[src/rtl/fma_norm_stage.sv]
// fma_norm_stage: post-multiply normalization for the FMA datapath.
//
// Takes the absolute-value product with its leading-zero-anticipator shift count,
// left-normalizes it, applies the one-bit LZA correction and adjusts the exponents.
// It supports one wide lane (double / single-in-wide-lane) or two packed 37-bit
// single lanes. The work is split into two stages with valid/ready backpressure:
//   N1 : coarse barrel shift by the LZA count, exponent minus shift, lane-zero detect
//   N2 : one-bit LZA correction per lane, zero-lane exponent forcing
//
// Ports
//   clk, rstn           clock (posedge) and asynchronous active-low reset
//   flush               clears both stage valids on the next edge, drops the offered beat
//   in_vld / in_rdy     input handshake (in_rdy is combinational)
//   cont_in             000 double, 010 single wide, 001 packed singles, others reserved
//   p_reg_in            magnitude; packed hi lane [74:38], lo lane [36:0], bit 37 ignored
//   sh_num_in           wide [6:0]; packed hi [9:5], lo [4:0]
//   esh_in              per lane: shift already exponent-limited, skip correction
//   e_in / eh_in        wide-or-lo / hi exponent, two's complement
//   sgn_in, trap_in     forwarded unchanged
//   out_vld / out_rdy   output handshake
//   m_out, e_out, eh_out normalized magnitude and adjusted exponents
//   z_out               lane magnitude zero [1] hi/wide, [0] lo
//   sgn_out, trap_out, cont_out  forwarded fields
//   rsv_err             beat carried a reserved cont encoding
module fma_norm_stage #(
  parameter int unsigned MW = 75,
  parameter int unsigned EW = 12
) (
  input  logic          clk,
  input  logic          rstn,
  input  logic          flush,
  input  logic          in_vld,
  output logic          in_rdy,
  input  logic [2:0]    cont_in,
  input  logic [MW-1:0] p_reg_in,
  input  logic [9:0]    sh_num_in,
  input  logic [1:0]    esh_in,
  input  logic [EW-1:0] e_in,
  input  logic [EW-1:0] eh_in,
  input  logic [1:0]    sgn_in,
  input  logic [13:0]   trap_in,
  output logic          out_vld,
  input  logic          out_rdy,
  output logic [MW-1:0] m_out,
  output logic [EW-1:0] e_out,
  output logic [EW-1:0] eh_out,
  output logic [1:0]    z_out,
  output logic [1:0]    sgn_out,
  output logic [13:0]   trap_out,
  output logic [2:0]    cont_out,
  output logic          rsv_err
);

  // Packed lane geometry: two LW-bit lanes separated by one unused bit.
  localparam int unsigned LW = (MW - 1) / 2;
  localparam int unsigned HL = MW - LW;

  // ---------------------------------------------------------------------------
  // Handshake
  // ---------------------------------------------------------------------------
  logic r1_vld;
  logic r2_vld;
  logic w_s2_adv;
  logic w_s1_load;
  logic w_s2_load;

  assign w_s2_adv  = !r2_vld || out_rdy;
  assign in_rdy    = !r1_vld || w_s2_adv;
  assign w_s1_load = in_vld && in_rdy && !flush;
  assign w_s2_load = r1_vld && w_s2_adv && !flush;

  // ---------------------------------------------------------------------------
  // N1: mode decode, coarse shift, exponent minus shift, zero detect
  // ---------------------------------------------------------------------------
  logic          w_packed;
  logic          w_rsv;
  logic [6:0]    w_wsh;
  logic [LW-1:0] w_hi_in;
  logic [LW-1:0] w_lo_in;
  logic [LW-1:0] w_hi_sh;
  logic [LW-1:0] w_lo_sh;
  logic [MW-1:0] w_m1;
  logic [EW-1:0] w_e1;
  logic [EW-1:0] w_eh1;
  logic [1:0]    w_z1;

  always_comb begin
    w_packed = 1'b0;
    w_rsv    = 1'b0;
    case (cont_in)
      3'b000, 3'b010: w_rsv    = 1'b0;
      3'b001:         w_packed = 1'b1;
      default:        w_rsv    = 1'b1;  // reserved encodings travel as wide
    endcase
  end

  assign w_hi_in = p_reg_in[MW-1:HL];
  assign w_lo_in = p_reg_in[LW-1:0];
  assign w_hi_sh = w_hi_in << sh_num_in[9:5];
  assign w_lo_sh = w_lo_in << sh_num_in[4:0];

  // Wide shift clamps so a bogus count can never exceed the magnitude width.
  assign w_wsh = (sh_num_in[6:0] > 7'(MW - 1)) ? 7'(MW - 1) : sh_num_in[6:0];

  always_comb begin
    w_m1  = p_reg_in << w_wsh;
    w_e1  = e_in - EW'(w_wsh);
    w_eh1 = '0;
    w_z1  = {(p_reg_in == '0), 1'b0};
    if (w_packed) begin
      w_m1  = {w_hi_sh, 1'b0, w_lo_sh};
      w_e1  = e_in - EW'(sh_num_in[4:0]);
      w_eh1 = eh_in - EW'(sh_num_in[9:5]);
      w_z1  = {(w_hi_in == '0), (w_lo_in == '0)};
    end
  end

  // Stage 1 registers
  logic [MW-1:0] r1_m;
  logic [EW-1:0] r1_e;
  logic [EW-1:0] r1_eh;
  logic [1:0]    r1_z;
  logic [1:0]    r1_esh;
  logic          r1_packed;
  logic          r1_rsv;
  logic [1:0]    r1_sgn;
  logic [13:0]   r1_trap;
  logic [2:0]    r1_cont;

  always_ff @(posedge clk or negedge rstn) begin
    if (!rstn) begin
      r1_vld    <= 1'b0;
      r1_m      <= '0;
      r1_e      <= '0;
      r1_eh     <= '0;
      r1_z      <= '0;
      r1_esh    <= '0;
      r1_packed <= 1'b0;
      r1_rsv    <= 1'b0;
      r1_sgn    <= '0;
      r1_trap   <= '0;
      r1_cont   <= '0;
    end else begin
      if (flush) begin
        r1_vld <= 1'b0;
      end else if (in_rdy) begin
        r1_vld <= in_vld;
      end
      if (w_s1_load) begin
        r1_m      <= w_m1;
        r1_e      <= w_e1;
        r1_eh     <= w_eh1;
        r1_z      <= w_z1;
        r1_esh    <= esh_in;
        r1_packed <= w_packed;
        r1_rsv    <= w_rsv;
        r1_sgn    <= sgn_in;
        r1_trap   <= trap_in;
        r1_cont   <= cont_in;
      end
    end
  end

  // ---------------------------------------------------------------------------
  // N2: one-bit LZA correction and zero-lane exponent forcing
  // ---------------------------------------------------------------------------
  // The hi lane and the wide magnitude share the same MSB position.
  logic          w_c_hi;
  logic          w_c_lo;
  logic [LW-1:0] w_hi1;
  logic [LW-1:0] w_lo1;
  logic [MW-1:0] w_m2;
  logic [EW-1:0] w_e2;
  logic [EW-1:0] w_eh2;

  assign w_c_hi = !r1_m[MW-1] && !r1_z[1] && !r1_esh[1];
  assign w_c_lo = !r1_m[LW-1] && !r1_z[0] && !r1_esh[0];
  assign w_hi1  = r1_m[MW-1:HL];
  assign w_lo1  = r1_m[LW-1:0];

  always_comb begin
    w_m2  = w_c_hi ? (r1_m << 1) : r1_m;
    w_e2  = r1_z[1] ? '0 : (r1_e - EW'(w_c_hi));
    w_eh2 = '0;
    if (r1_packed) begin
      w_m2  = {(w_c_hi ? (w_hi1 << 1) : w_hi1), 1'b0, (w_c_lo ? (w_lo1 << 1) : w_lo1)};
      w_e2  = r1_z[0] ? '0 : (r1_e - EW'(w_c_lo));
      w_eh2 = r1_z[1] ? '0 : (r1_eh - EW'(w_c_hi));
    end
  end

  // Stage 2 registers drive the outputs directly.
  logic [MW-1:0] r2_m;
  logic [EW-1:0] r2_e;
  logic [EW-1:0] r2_eh;
  logic [1:0]    r2_z;
  logic [1:0]    r2_sgn;
  logic [13:0]   r2_trap;
  logic [2:0]    r2_cont;
  logic          r2_rsv;

  always_ff @(posedge clk or negedge rstn) begin
    if (!rstn) begin
      r2_vld  <= 1'b0;
      r2_m    <= '0;
      r2_e    <= '0;
      r2_eh   <= '0;
      r2_z    <= '0;
      r2_sgn  <= '0;
      r2_trap <= '0;
      r2_cont <= '0;
      r2_rsv  <= 1'b0;
    end else begin
      if (flush) begin
        r2_vld <= 1'b0;
      end else if (w_s2_adv) begin
        r2_vld <= r1_vld;
      end
      if (w_s2_load) begin
        r2_m    <= w_m2;
        r2_e    <= w_e2;
        r2_eh   <= w_eh2;
        r2_z    <= r1_z;
        r2_sgn  <= r1_sgn;
        r2_trap <= r1_trap;
        r2_cont <= r1_cont;
        r2_rsv  <= r1_rsv;
      end
    end
  end

  assign out_vld  = r2_vld;
  assign m_out    = r2_m;
  assign e_out    = r2_e;
  assign eh_out   = r2_eh;
  assign z_out    = r2_z;
  assign sgn_out  = r2_sgn;
  assign trap_out = r2_trap;
  assign cont_out = r2_cont;
  assign rsv_err  = r2_rsv;

endmodule

[config.mk]
export PLATFORM = sky130hd
export DESIGN_NAME = fma_norm_stage
export DESIGN_NICKNAME = d
export VERILOG_FILES = /design/src/rtl/fma_norm_stage.sv
export SDC_FILE = /design/constraint.sdc
export NUM_CORES = 1
export LEC_CHECK = 0
export BUFFER_PORTS_ARGS = -buffer_cell sky130_fd_sc_hd__buf_2
export CAP_MARGIN = 25
export CELL_PAD_IN_SITES_DETAIL_PLACEMENT = 0
export CELL_PAD_IN_SITES_GLOBAL_PLACEMENT = 2
export CORE_MARGIN = 2
export CORE_UTILIZATION = 40
export CTS_BUF_LIST = sky130_fd_sc_hd__clkbuf_2 sky130_fd_sc_hd__clkbuf_4 sky130_fd_sc_hd__clkbuf_8
export DETAILED_ROUTE_END_ITERATION = 8
export PLACE_DENSITY_LB_ADDON = 0.12
export SYNTH_ARGS = -nofsm -noshare
export SYNTH_HDL_FRONTEND = slang
export SYNTH_SLANG_ARGS = --single-unit
[constraint.sdc]
create_clock -name clk -period 6.1 [get_ports clk]
set_clock_uncertainty 0.2 [all_clocks]
set_input_delay 0.915 -clock clk [delete_from_list [all_inputs] [get_ports clk]]
set_output_delay 0.915 -clock clk [all_outputs]
set_load 0.02 [all_outputs]
==> out/metrics.yaml <==
slew_headroom: 0.224
rrSetupSlack_ns: 1.98
nets: 2789
switching_power_mw: 2.51
clock_power_share: 0.275
finalCriticalPeriod_ns: 4.93
cts.repair.resized: 0
drc: 0
crit_path_max_incr_delay_ns: 0.91
path_clk_slew_ns: 0.06
min_period_over_period: 0.807
max_freq_mhz: 203
p_total_mw: 6.25
syn_area_um2: 20800
startpoint: "sh_num_in[5]"
numClockSinks: 247
placed_cell_area_um2: 22500
stdcell_area_um2: 23500
ios: 258
vias: 21500
ant_nets: 0
dpl.cell_count: 3268
final_cell_mix: "519 x nand2_1, 256 x buf_2, 247 x dfrtp_1"
end_kind: "flip-flop"
synth_compound_area_frac: 0.209
start_kind: "input pin"
clock_latency_ns: 0.58
synth-seq-area-share: 0.297
hold_class: "in -> async"
fp.coreArea_um2: 51400
via_per_inst: 6.43
clockBufferDepth: 3
whs_ns: 0.192
synth.ff_latch_count: 247
tritoncts: "done"
synthSimpleGateAreaFrac: 0.194
static-leakage-power_nw: 10.4
path_cells: "buf_2 -> a211o_1 -> a21o_4 -> buf_4 -> a21oi_1 -> o21ai_0 -> o211ai_1 -> mux2i_1 -> a2bb2oi_1 -> o21ai_0"
crit_path_frequent_cell: "o21ai_0"
grt.overflow.total: 0
first_pass_iters: 5
start_util: 0.405
utilization: 0.457
power_frac_comb: 0.376
die_h_um: 232
r2r_start: "r1_m[74]"
final_common_cell: "nand2_1"
cap_violations: 0
fin_ws_ns: 1.17
crit_fanout: 69
antenna_found_initial: 3
yosys_warnings: 0
vdd_ir_drop_max_mv: 0.136
track_usage: 0.344
netlist_instances: 2489
synth_top_family_by_area: "multiplexers"
grt_start_max_net_pins: 105
tns_ns: 0
synthAdderAreaFrac: 0.0127
ctsHoldBuffers: 0
power_switching_share: 0.401
h-tree-depth: 2
dieArea_um2: 53900
grt_pass1_wl_um: 139000
synth_nets: 2644
place_hpwl_um: 70900
synth-edff-count: 0
powerDensity_nw_per_um2: 266
crit_arrival_ns: 5.16
place_congestion: 0.999
io_buffers: 257
area_growth_syn_to_layout_pct: 12.9
die_x_um: 232
required_ns: 6.34
endpoint: "r1_m[26]"
synth.avg_cell_area_um2: 8.36
synth_ff_type: "dfrtp_1"
routedWlPerCell_um: 28.3
postCtsSetupRepairBufs: 0
drt-initial-drc-count: 2514
numCtsBuffers: 44
worst_pin_slew_ns: 1.15
p_seq_frac: 0.349
hold_viol_final: 0
fin_cells: 3350
finalMaxSlewViolations: 0
async_flop_share: 1.00
grt_pass1_vias: 20400
synth_cell_types: 81
reg2reg_to: "e_out[10]"
drive_above_1_share: 0.212
rsz0062_at_grt: "false"
power.internal_mw: 3.74
critPathKind: "in -> reg"
dp_slack_ns: 0.930
status: "finished, final reports clean"
wl_um: 94700
cts-root-buf: "clkbuf_8"
synth_xor_area_frac: 0.0101
finalSetupViolCount: 0
ff2ff_path_depth: 9
timing.critical_path.slowest_stage_cell: "mux2i_1"
rows: 83
synthMuxAreaShare: 0.224
## per-layer routing
metal  vias to the layer above  routed length (um)  GRT usage
li1                       9486                   -          -
met5                         -                   0          0
met2                      1206               42700      0.538
met1                     10700               40200      0.481
met4                         0                3440      0.119
met3                       167                8430     0.0571
## cells in the mapped netlist (30+ instances only)
cell type,n,share of area
buf_2,44,0.011
a31oi_1,67,0.020
o211ai_1,30,0.011
mux4_2,105,0.11
mux2i_1,195,0.094
nand3_1,47,0.011
nand2_1,520,0.094
clkbuf_1,131,0.024
a21oi_1,125,0.030
o21ai_0,175,0.042
dfrtp_1,247,0.30
nor2_1,206,0.037
nor3_1,44,0.011
## power groups by stage
stage / clock, mW / combinational, mW / sequential (mW)
2_1_floorplan: 0 / 1.26 / 2.33
3_3_place_gp: 0 / 2.30 / 2.20
3_5_place_dp: 0 / 2.31 / 2.21
4_1_cts: 1.76 / 2.31 / 2.18
5_1_grt: 1.83 / 2.52 / 2.21
6_report: 1.72 / 2.35 / 2.18
## final cells by class
| type | instances | area [um^2] |
|---|---|---|
| clock buffers | 71 | 871 |
| multi-input cells | 1992 | 13600 |
| fillers | 5256 | 27900 |
| inverters | 34 | 128 |
| diodes | 3 | 7.51 |
| repair buffers | 315 | 1770 |
| clock inverters | 8 | 104 |
| well taps | 680 | 851 |
| flip-flops and latches | 247 | 6180 |
## critical path, delay by kind of cell
kind | cells | cell delay [ns]
AOI/OAI and AO/OA | 7 | 2.31
buffers and inverters | 2 | 0.95
muxes | 1 | 0.91
## how the worst min path moves through the flow
stage / from / endpoint / slack, ns / cells past startpoint
global placement: r1_trap[13] / trap_out[13] / 0.25 / 2
detailed placement: r1_trap[13] / trap_out[13] / 0.25 / 2
CTS: rstn / eh_out[10] / 0.22 / 1
global route: rstn / eh_out[10] / 0.23 / 1
finish: rstn / eh_out[7] / 0.19 / 1
floorplan: r1_cont[0] / cont_out[0] / 0.24 / 2
## kinds of logic (layout without fill, tap and decap cells)
logic type               after synthesis  after routing
multiplexers                         330            330
buffers and inverters                250            428
adder cells (fa/ha/maj)               20             20
XOR/XNOR                              24             24
other                                  0              3
AO/OA/AOI/OAI                        671            671
flip-flops                           247            247
AND/OR/NAND/NOR                      947            947
## state kept, by name (all words and copies together) (netlist names), 12 cells and up
register  cells
e_out        12
eh_out       12
m_out        75
r1_e         12
r1_eh        12
r1_m         75
r1_trap      14
trap_out     14
Power figures use the tool's default switching activity.
